`config.mk`:
```
export PLATFORM = sky130hd
export DESIGN_NAME = mem_arbiter
export DESIGN_NICKNAME = d
export VERILOG_FILES = /design/src/rtl/mem_arbiter.sv
export SDC_FILE = /design/constraint.sdc
export NUM_CORES = 1
export LEC_CHECK = 0
export BUFFER_PORTS_ARGS = -buffer_cell sky130_fd_sc_hd__clkbuf_2
export CORE_MARGIN = 2
export CORE_UTILIZATION = 30
export CTS_CLUSTER_DIAMETER = 120
export DETAILED_ROUTE_END_ITERATION = 12
export GPL_ROUTABILITY_DRIVEN = 0
export GPL_TIMING_DRIVEN = 0
export PLACE_DENSITY_LB_ADDON = 0.12
export REMOVE_ABC_BUFFERS = 1
export SETUP_SLACK_MARGIN = 0.5
export SYNTH_ARGS = -nofsm -noshare
export SYNTH_HDL_FRONTEND = slang
export SYNTH_SLANG_ARGS = --single-unit
```
`constraint.sdc`:
```
create_clock -name Clock -period 1.62 [get_ports Clock]
set_clock_uncertainty 0.05 [all_clocks]
set_input_delay 0.162 -clock Clock [delete_from_list [all_inputs] [get_ports Clock]]
set_output_delay 0.162 -clock Clock [all_outputs]
set_load 0.01 [all_outputs]
```
`src/rtl/mem_arbiter.sv`:
```
// Two-port (fetch/data) arbiter in front of a fixed-latency unified memory.
// Optional macro MEM_ARB_RR_EN: round-robin on simultaneous requests instead of fixed D priority.
`timescale 1ns/1ps
module mem_arbiter #(
  parameter int AW  = 32,
  parameter int DW  = 32,
  parameter int LAT = 2
) (
  input  logic          Clock,
  input  logic          Reset,
  input  logic          I_Req,
  input  logic [AW-1:0] I_Addr,
  output logic          I_Done,
  output logic [DW-1:0] I_RData,
  input  logic          D_Req,
  input  logic          D_Wr,
  input  logic [AW-1:0] D_Addr,
  input  logic [DW-1:0] D_WData,
  output logic          D_Done,
  output logic [DW-1:0] D_RData,
  output logic [AW-1:0] Mem_Addr,
  output logic [DW-1:0] Mem_WData,
  output logic          Mem_Wr,
  input  logic [DW-1:0] Mem_RData,
  output logic          Busy,
  output logic          Sel,
  output logic [1:0]    Dbg_State
);

  // Handshake: a requester holds Req high until its one-cycle Done pulse; requests
  // are only sampled in IDLE, so Addr/Wr/WData are don't-care while an access runs.

  typedef enum logic [1:0] {S_IDLE, S_ISSUE, S_WAIT, S_DONE} state_t;

  localparam logic [3:0] LAT_M1 = 4'(LAT - 1);

  state_t        state_q, state_d;
  logic [3:0]    cnt_q;
  logic          wr_q;
  logic          sel_q;
  logic [AW-1:0] mem_addr_q;
  logic [DW-1:0] mem_wdata_q;
  logic [DW-1:0] i_rdata_q;
  logic [DW-1:0] d_rdata_q;
  logic          grant_d;

`ifdef MEM_ARB_RR_EN
  logic last_q;
  // A tie goes to whichever port was not served last; a lone requester always wins.
  assign grant_d = D_Req & (~I_Req | ~last_q);
`else
  assign grant_d = D_Req;
`endif

  always_ff @(posedge Clock) begin
    if (Reset) state_q <= S_IDLE;
    else       state_q <= state_d;
  end

  always_comb begin
    state_d = state_q;
    case (state_q)
      S_IDLE:  if (I_Req | D_Req) state_d = S_ISSUE;
      S_ISSUE: state_d = wr_q ? S_DONE : S_WAIT;
      S_WAIT:  if (cnt_q == 4'd0) state_d = S_DONE;
      S_DONE:  state_d = S_IDLE;
      default: state_d = S_IDLE;
    endcase
  end

  always_ff @(posedge Clock) begin
    if (Reset) begin
      cnt_q       <= '0;
      wr_q        <= 1'b0;
      sel_q       <= 1'b0;
      mem_addr_q  <= '0;
      mem_wdata_q <= '0;
      i_rdata_q   <= '0;
      d_rdata_q   <= '0;
`ifdef MEM_ARB_RR_EN
      last_q      <= 1'b0;
`endif
    end else begin
      case (state_q)
        S_IDLE: begin
          if (I_Req | D_Req) begin
            sel_q      <= grant_d;
            mem_addr_q <= grant_d ? D_Addr : I_Addr;
            wr_q       <= grant_d & D_Wr;
            if (grant_d & D_Wr) mem_wdata_q <= D_WData;
          end
        end
        S_ISSUE: cnt_q <= LAT_M1;
        S_WAIT: begin
          if (cnt_q == 4'd0) begin
            if (sel_q) d_rdata_q <= Mem_RData;
            else       i_rdata_q <= Mem_RData;
          end else begin
            cnt_q <= cnt_q - 4'd1;
          end
        end
        S_DONE: begin
`ifdef MEM_ARB_RR_EN
          last_q <= sel_q;
`endif
        end
        default: ;
      endcase
    end
  end

  always_comb begin
    Busy   = (state_q != S_IDLE);
    Mem_Wr = (state_q == S_ISSUE) & wr_q;
    I_Done = (state_q == S_DONE) & ~sel_q;
    D_Done = (state_q == S_DONE) & sel_q;
  end

  assign Mem_Addr  = mem_addr_q;
  assign Mem_WData = mem_wdata_q;
  assign Sel       = sel_q;
  assign I_RData   = i_rdata_q;
  assign D_RData   = d_rdata_q;
  assign Dbg_State = state_q;

endmodule

```
# Word-level counts from Yosys, hierarchy flattened
# Index checks and enable logic that the tools add are counted.
classes:
  addsub: 1
  n_eq_ne: 6
  muxes: 7
  bitwise: 6
  n_reduce_logical: 10
op_table:
  columns: ["operator", "count"]
  rows:
  - ["$mux W32", 1]
  - ["$reduce_and A3 Y1", 3]
  - ["$pmux W2 S4", 1]
  - ["$pmux W4 S2", 1]
  - ["$ne A2 B2 Y1 const B", 3]
  - ["$reduce_and A2 Y1", 3]
  - ["$and A1 B1 Y1", 4]
  - ["$eq A2 B2 Y1 const B", 2]
  - ["$logic_not A4 Y1", 1]
  - ["$mux W2", 2]
  - ["$mux W4", 1]
  - ["$reduce_bool A2 Y1", 2]
  - ["$sub A4 B1 Y4 const B", 1]
  - ["$eq A2 B1 Y1 const B", 1]
  - ["$logic_not A2 Y1", 1]
  - ["$mux W1", 1]
  - ["$not A1 Y1", 1]
  - ["$or A1 B1 Y1", 1]
word_totals:
  ff_bits: 136
  inputBits: 133
  output_inout_bits: 135
  wordCells: 38

# Depth between registers and ports, before layout
depth:
  depth_word: 3
  ltp_mapped: 7
  depth_no_buf: 5

# Worst setup path before layout
# No wires, ideal clock.
synth_timing:
  kind: "register to register"
  from: "register state_q[0] (netlist: Dbg_State[0])"
  to: "register wr_q"
  setup_ps: 128
  arrival_ps: 1403
  required_time_ps: 1442
  path_slack_ps: 39
  path_stages_with_launch: 8
  path_buffers: 2
  synth_period_minus_slack_ps: 1581
  cell_sequence: "dfxtp_1 inv_1 ha_1 and3_1 clkbuf_1 buf_2 a21oi_1 nor2_1"
synth_between:
  elab_chain_cells: 2
synth_rtl:
  columns: ["element", "line", "text"]
  rows:
  - ["start, declared", "37", "state_t state_q, state_d;"]
  - ["start signal, assigned", "57", "else state_q <= state_d;"]
  - ["$logic_not A2 Y1", "84", "case (state_q)"]
  - ["$reduce_and A2 Y1 (no source line)", null, null]
  - ["end signal, assigned", "89", "wr_q <= grant_d & D_Wr;"]
  - ["end, declared", "39", "logic wr_q;"]
# Every way passes these cells.
# A chain may end at the register's enable or synchronous reset.

# Worst setup path in the final report
layout_timing:
  from: "register state_q[1] (netlist: Dbg_State[1])"
  to: "register i_rdata_q[27] (netlist: I_RData[27])"
layout_between:
  elab_chain_cells: 2
layout_rtl:
  columns: ["element", "line", "text"]
  rows:
  - ["$eq A2 B2 Y1", "84", null]
  - ["$reduce_and A3 Y1 (no source line)", null, null]
  - ["end signal, assigned", "97", "else i_rdata_q <= Mem_RData;"]
  - ["end, declared", "43", "logic [DW-1:0] i_rdata_q;"]
# Every way passes these cells.

==> insert_results.sql <==
INSERT INTO impl_metrics (metric_group, metric, value, unit) VALUES
('run_status', 'outcome', 'complete, no violations', ''),
('pwr', 'pwr_per_cell_area', '1579', 'mW/mm2'),
('setup_path', 'cp_common_cell', 'buf_12', ''),
('timing', 'setup_viol_count_final', '0', ''),
('clock_tree', 'cts_htree_levels', '4', ''),
('route', 'dr.max_layer_used', 'met4', ''),
('floorplanning', 'die_height', '138.2', 'um'),
('global_route', 'grt_util_all_layers', '21.30', '%'),
('route', 'post_drt_via_cell_ratio', '4.943', ''),
('floorplanning', 'std_cell_core_area', '0.01784', 'mm2'),
('clock_tree', 'tritoncts', 'yes', ''),
('timing', 'achievable-frequency', '624.4', 'MHz'),
('timing', 'setup_total_negative_slack', '0', 'ns'),
('route', 'wl_met1', '9348', 'um'),
('timing', 'timing_worst_slew_pin_value', '0.7806', 'ns'),
('synth', 'synthCells', '635', ''),
('floorplanning', 'placement_rows', '49', ''),
('final_layout', 'multiInputGateArea', '0.002927', 'mm2'),
('final_layout', 'filler_cell_count', '1620', ''),
('synth', 'syn_area', '0.005405', 'mm2'),
('setup_path', 'worstSetupStartpointType', 'flip-flop', ''),
('setup_path', 'crit_path_cell_trace', 'buf_6, ha_4, buf_12, and4bb_4, buf_12, nand3_4, a21oi_2', ''),
('setup_path', 'critPathArrivalTime', '1.89', 'ns'),
('placement', 'placement.io_buffers', '267', ''),
('final_layout', 'layout-drive-gt1-share', '50.54', '%'),
('floorplanning', 'start_util', '30.30', '%'),
('setup_path', 'cp.buffers_inverters', '3', ''),
('timing', 'hold_viol_final', '0', ''),
('synth', 'synth-edff-count', '0', ''),
('floorplanning', 'ioPinCount', '268', ''),
('timing', 'clock_period_minus_final_worst_setup_slack', '1.602', 'ns'),
('synth', 'dominantRegCellSynth', 'dfxtp_1', ''),
('final_layout', 'n_antenna_cell', '0', ''),
('setup_path', 'critPathSlowestCell', 'dfxtp_4', ''),
('clock_tree', 'clockBufferDepth', '2', ''),
('route', 'drt_pass1_iterations', '5', ''),
('timing', 'timing.final.max_slew_violations', '0', ''),
('job', 'drv.max_cap_violation_count', '0', ''),
('placement', 'post_dp_cell_area', '0.006849', 'mm2'),
('route', 'routed-wl-met2', '10220', 'um'),
('clock_tree', 'path_clk_slew', '0.06', 'ns'),
('placement', 'detailedPlacementHpwl', '10300', 'um'),
('timing', 'timing.final.crit_share', '98.86', '%'),
('route', 'met3_length', '1667', 'um'),
('setup_path', 'stage_delay_of_the_slowest_cell_on_the_critical_path', '0.38', 'ns'),
('synth', 'postSynthRegisterBits', '136', ''),
('timing', 'timing.max_slew.rel_slack', '47.96', '%'),
('min_path', 'hold_class', 'primary input to flip-flop', ''),
('clock_tree', 'insertion_delay', '0.41', 'ns'),
('final_layout', 'syn2layout_area_growth', '81.27', '%'),
('synth', 'postSynthAreaPerCell', '8.512', 'um2'),
('final_layout', 'stdcell_area', '0.009798', 'mm2'),
('pwr', 'static-leakage-power', '4.177', 'nW'),
('clock_tree', 'cts_made_buffers', '17', ''),
('global_route', 'first_global_vias', '6065', ''),
('global_route', 'global_route_wire_length_before_repair', '32780', 'um'),
('route', 'drtIter0Drc', '324', ''),
('final_layout', 'seqCellArea', '0.002814', 'mm2'),
('setup_path', 'cp_max_fo', '7', ''),
('route', 'postRouteWirelength', '21530', 'um'),
('timing', 'unrepaired_setup_endpoints_after_global_routing', 'true', ''),
('final_layout', 'final_nets', '1139', ''),
('clock_tree', 'cts_root_buf', 'clkbuf_16', ''),
('synth', 'synth_warnings', '0', ''),
('setup_path', 'end_kind', 'flip-flop', ''),
('global_route', 'grt_remaining_overflow', '0', ''),
('setup_path', 'worst-endpoint-required', '1.91', 'ns'),
('route', 'dr_total_vias', '6139', ''),
('synth', 'yosysUniqueCellTypes', '33', ''),
('setup_path', 'timing_worst_setup_path_type', 'flip-flop to flip-flop', ''),
('route', 'drc', '0', ''),
('synth', 'async_reset_ff_share', '0', '%'),
('route', 'drt.antenna.violating_nets', '0', ''),
('clock_tree', 'clock_sink_count', '136', ''),
('route', 'avgRoutedWirePerCell', '17.34', 'um'),
('setup_path', 'cpLargestDelayFamily', 'buffers and inverters', ''),
('global_route', 'antenna_violations_before_repair', '0', ''),
('global_route', 'pin_count_of_the_biggest_net_entering_global_routing', '88', ''),
('floorplanning', 'floorplan.die_area', '0.01911', 'mm2'),
('floorplanning', 'die_width', '138.2', 'um'),
('synth', 'synth_seq_area_share', '50.37', '%'),
('pwr', 'peakVddDrop', '0.0008507', 'V');
through the flow:
step / power, mW / cells / utilization, % / hold slack [ns] / worst slack (ns)
after floorplan: 6.294 / 573 / - / 0.1811 / -1.608
after global placement: 7.742 / 1069 / 37.85 / 0.3389 / -3.663
after detailed placement: 7.881 / 1072 / 38.39 / 0.3413 / -1.293
after CTS: 14.37 / 1226 / 51.24 / 0.003673 / 0.08814
after global routing: 16.30 / 1242 / 54.92 / 0.02163 / -0.02312
final: 15.47 / 1242 / 54.92 / 0.01199 / 0.01847
registers in the layout, summed over array words and instances (netlist names):
| register | flops |
|---|---|
| Dbg_State | 2 |
| Mem_Addr | 32 |
| I_RData | 32 |
| Mem_WData | 32 |
| Sel | 1 |
| cnt_q | 4 |
| D_RData | 32 |
| wr_q | 1 |
final timing paths:
kind,startpoint,endpoint,slack (ns),depth (start not counted)
max,Dbg_State[1],I_RData[27],0.02,7
min,I_Addr[8],Mem_Addr[8],0.01,3
max reg2reg,Dbg_State[1],I_RData[27],0.02,7
min reg2reg,Mem_WData[1],Mem_WData[1],0.40,2
power breakdown:
part | internal (mW) | switching (mW) | total, mW
Clock | 2.21 | 1.56 | 3.76
Combinational | 3.72 | 3.61 | 7.34
Sequential | 4.00 | 0.373 | 4.38
placed cells by master (no fill, tap or decap), drive strengths merged, types with 6 or more instances in the layout:
cell type,Yosys,layout
clkbuf,34,226
dfxtp,136,136
dlygate4sd3,0,65
nand2,69,69
nor2,33,33
buf,28,123
ha,6,6
inv,6,9
nand3,69,71
mux2i,35,35
clkinv,1,7
o21ai,65,65
a211oi,34,34
a21oi,100,100
per-layer routing:
layer / track usage (%) / up-vias
met1: 27.23 / 2865
met3: 6.269 / 20
met5: 0 / -
met4: 6.337 / 0
met2: 34.97 / 255
li1: - / 2999
tightest hold or removal path: cells and delay by family:
kind	cells	cell delay, ns
muxes	1	0.12
buffers and inverters	1	0.08
AOI/OAI and AO/OA	1	0.08
cell usage after synthesis, types with 2 or more instances:
| cell | instances | area (um2) |
|---|---|---|
| clkbuf_1 | 34 | 127.6 |
| a21oi_1 | 100 | 500.5 |
| and2_1 | 2 | 12.51 |
| buf_1 | 5 | 18.77 |
| nand2_1 | 69 | 259.0 |
| buf_4 | 3 | 22.52 |
| nand3_1 | 69 | 345.3 |
| dfxtp_1 | 136 | 2723 |
| ha_1 | 6 | 75.07 |
| mux2i_1 | 35 | 350.3 |
| o21ai_0 | 65 | 325.3 |
| buf_2 | 19 | 95.09 |
| nor2b_1 | 2 | 12.51 |
| a211oi_1 | 34 | 255.2 |
| nor2_1 | 33 | 123.9 |
| inv_1 | 6 | 22.52 |
cell families after synthesis:
| family | after synthesis | synth area share [%] |
|---|---|---|
| and+or+nand+nor | 185 | 15.39 |
| muxes | 35 | 6.482 |
| AOI/OAI and AO/OA | 204 | 20.79 |
| DFF | 136 | 50.37 |
| adders and majority gates | 6 | 1.389 |
| buffers and inverters | 69 | 5.579 |
layout make-up:
cell class                      instances  share of cell area [%]
Multi-Input combinational cell        442                   29.87
Tap cell                              229                   2.924
Sequential cell                       136                   28.72
Inverter                                7                  0.4214
Clock buffer                           19                   4.623
Clock inverter                         13                   1.226
Timing Repair Buffer                  396                   32.22
repair_timing:
action / in CTS / in global routing
endpoints found under the setup margin: 166 / 251
gates resized for setup: 93 / 228
hold buffers: 65 / 0
cloned: 15 / 6
setup buffers: 42 / 10
hold endpoints to repair: 97 / 0
pin swaps: 38 / 18
Note: power is estimated with default switching activity, not from simulation.
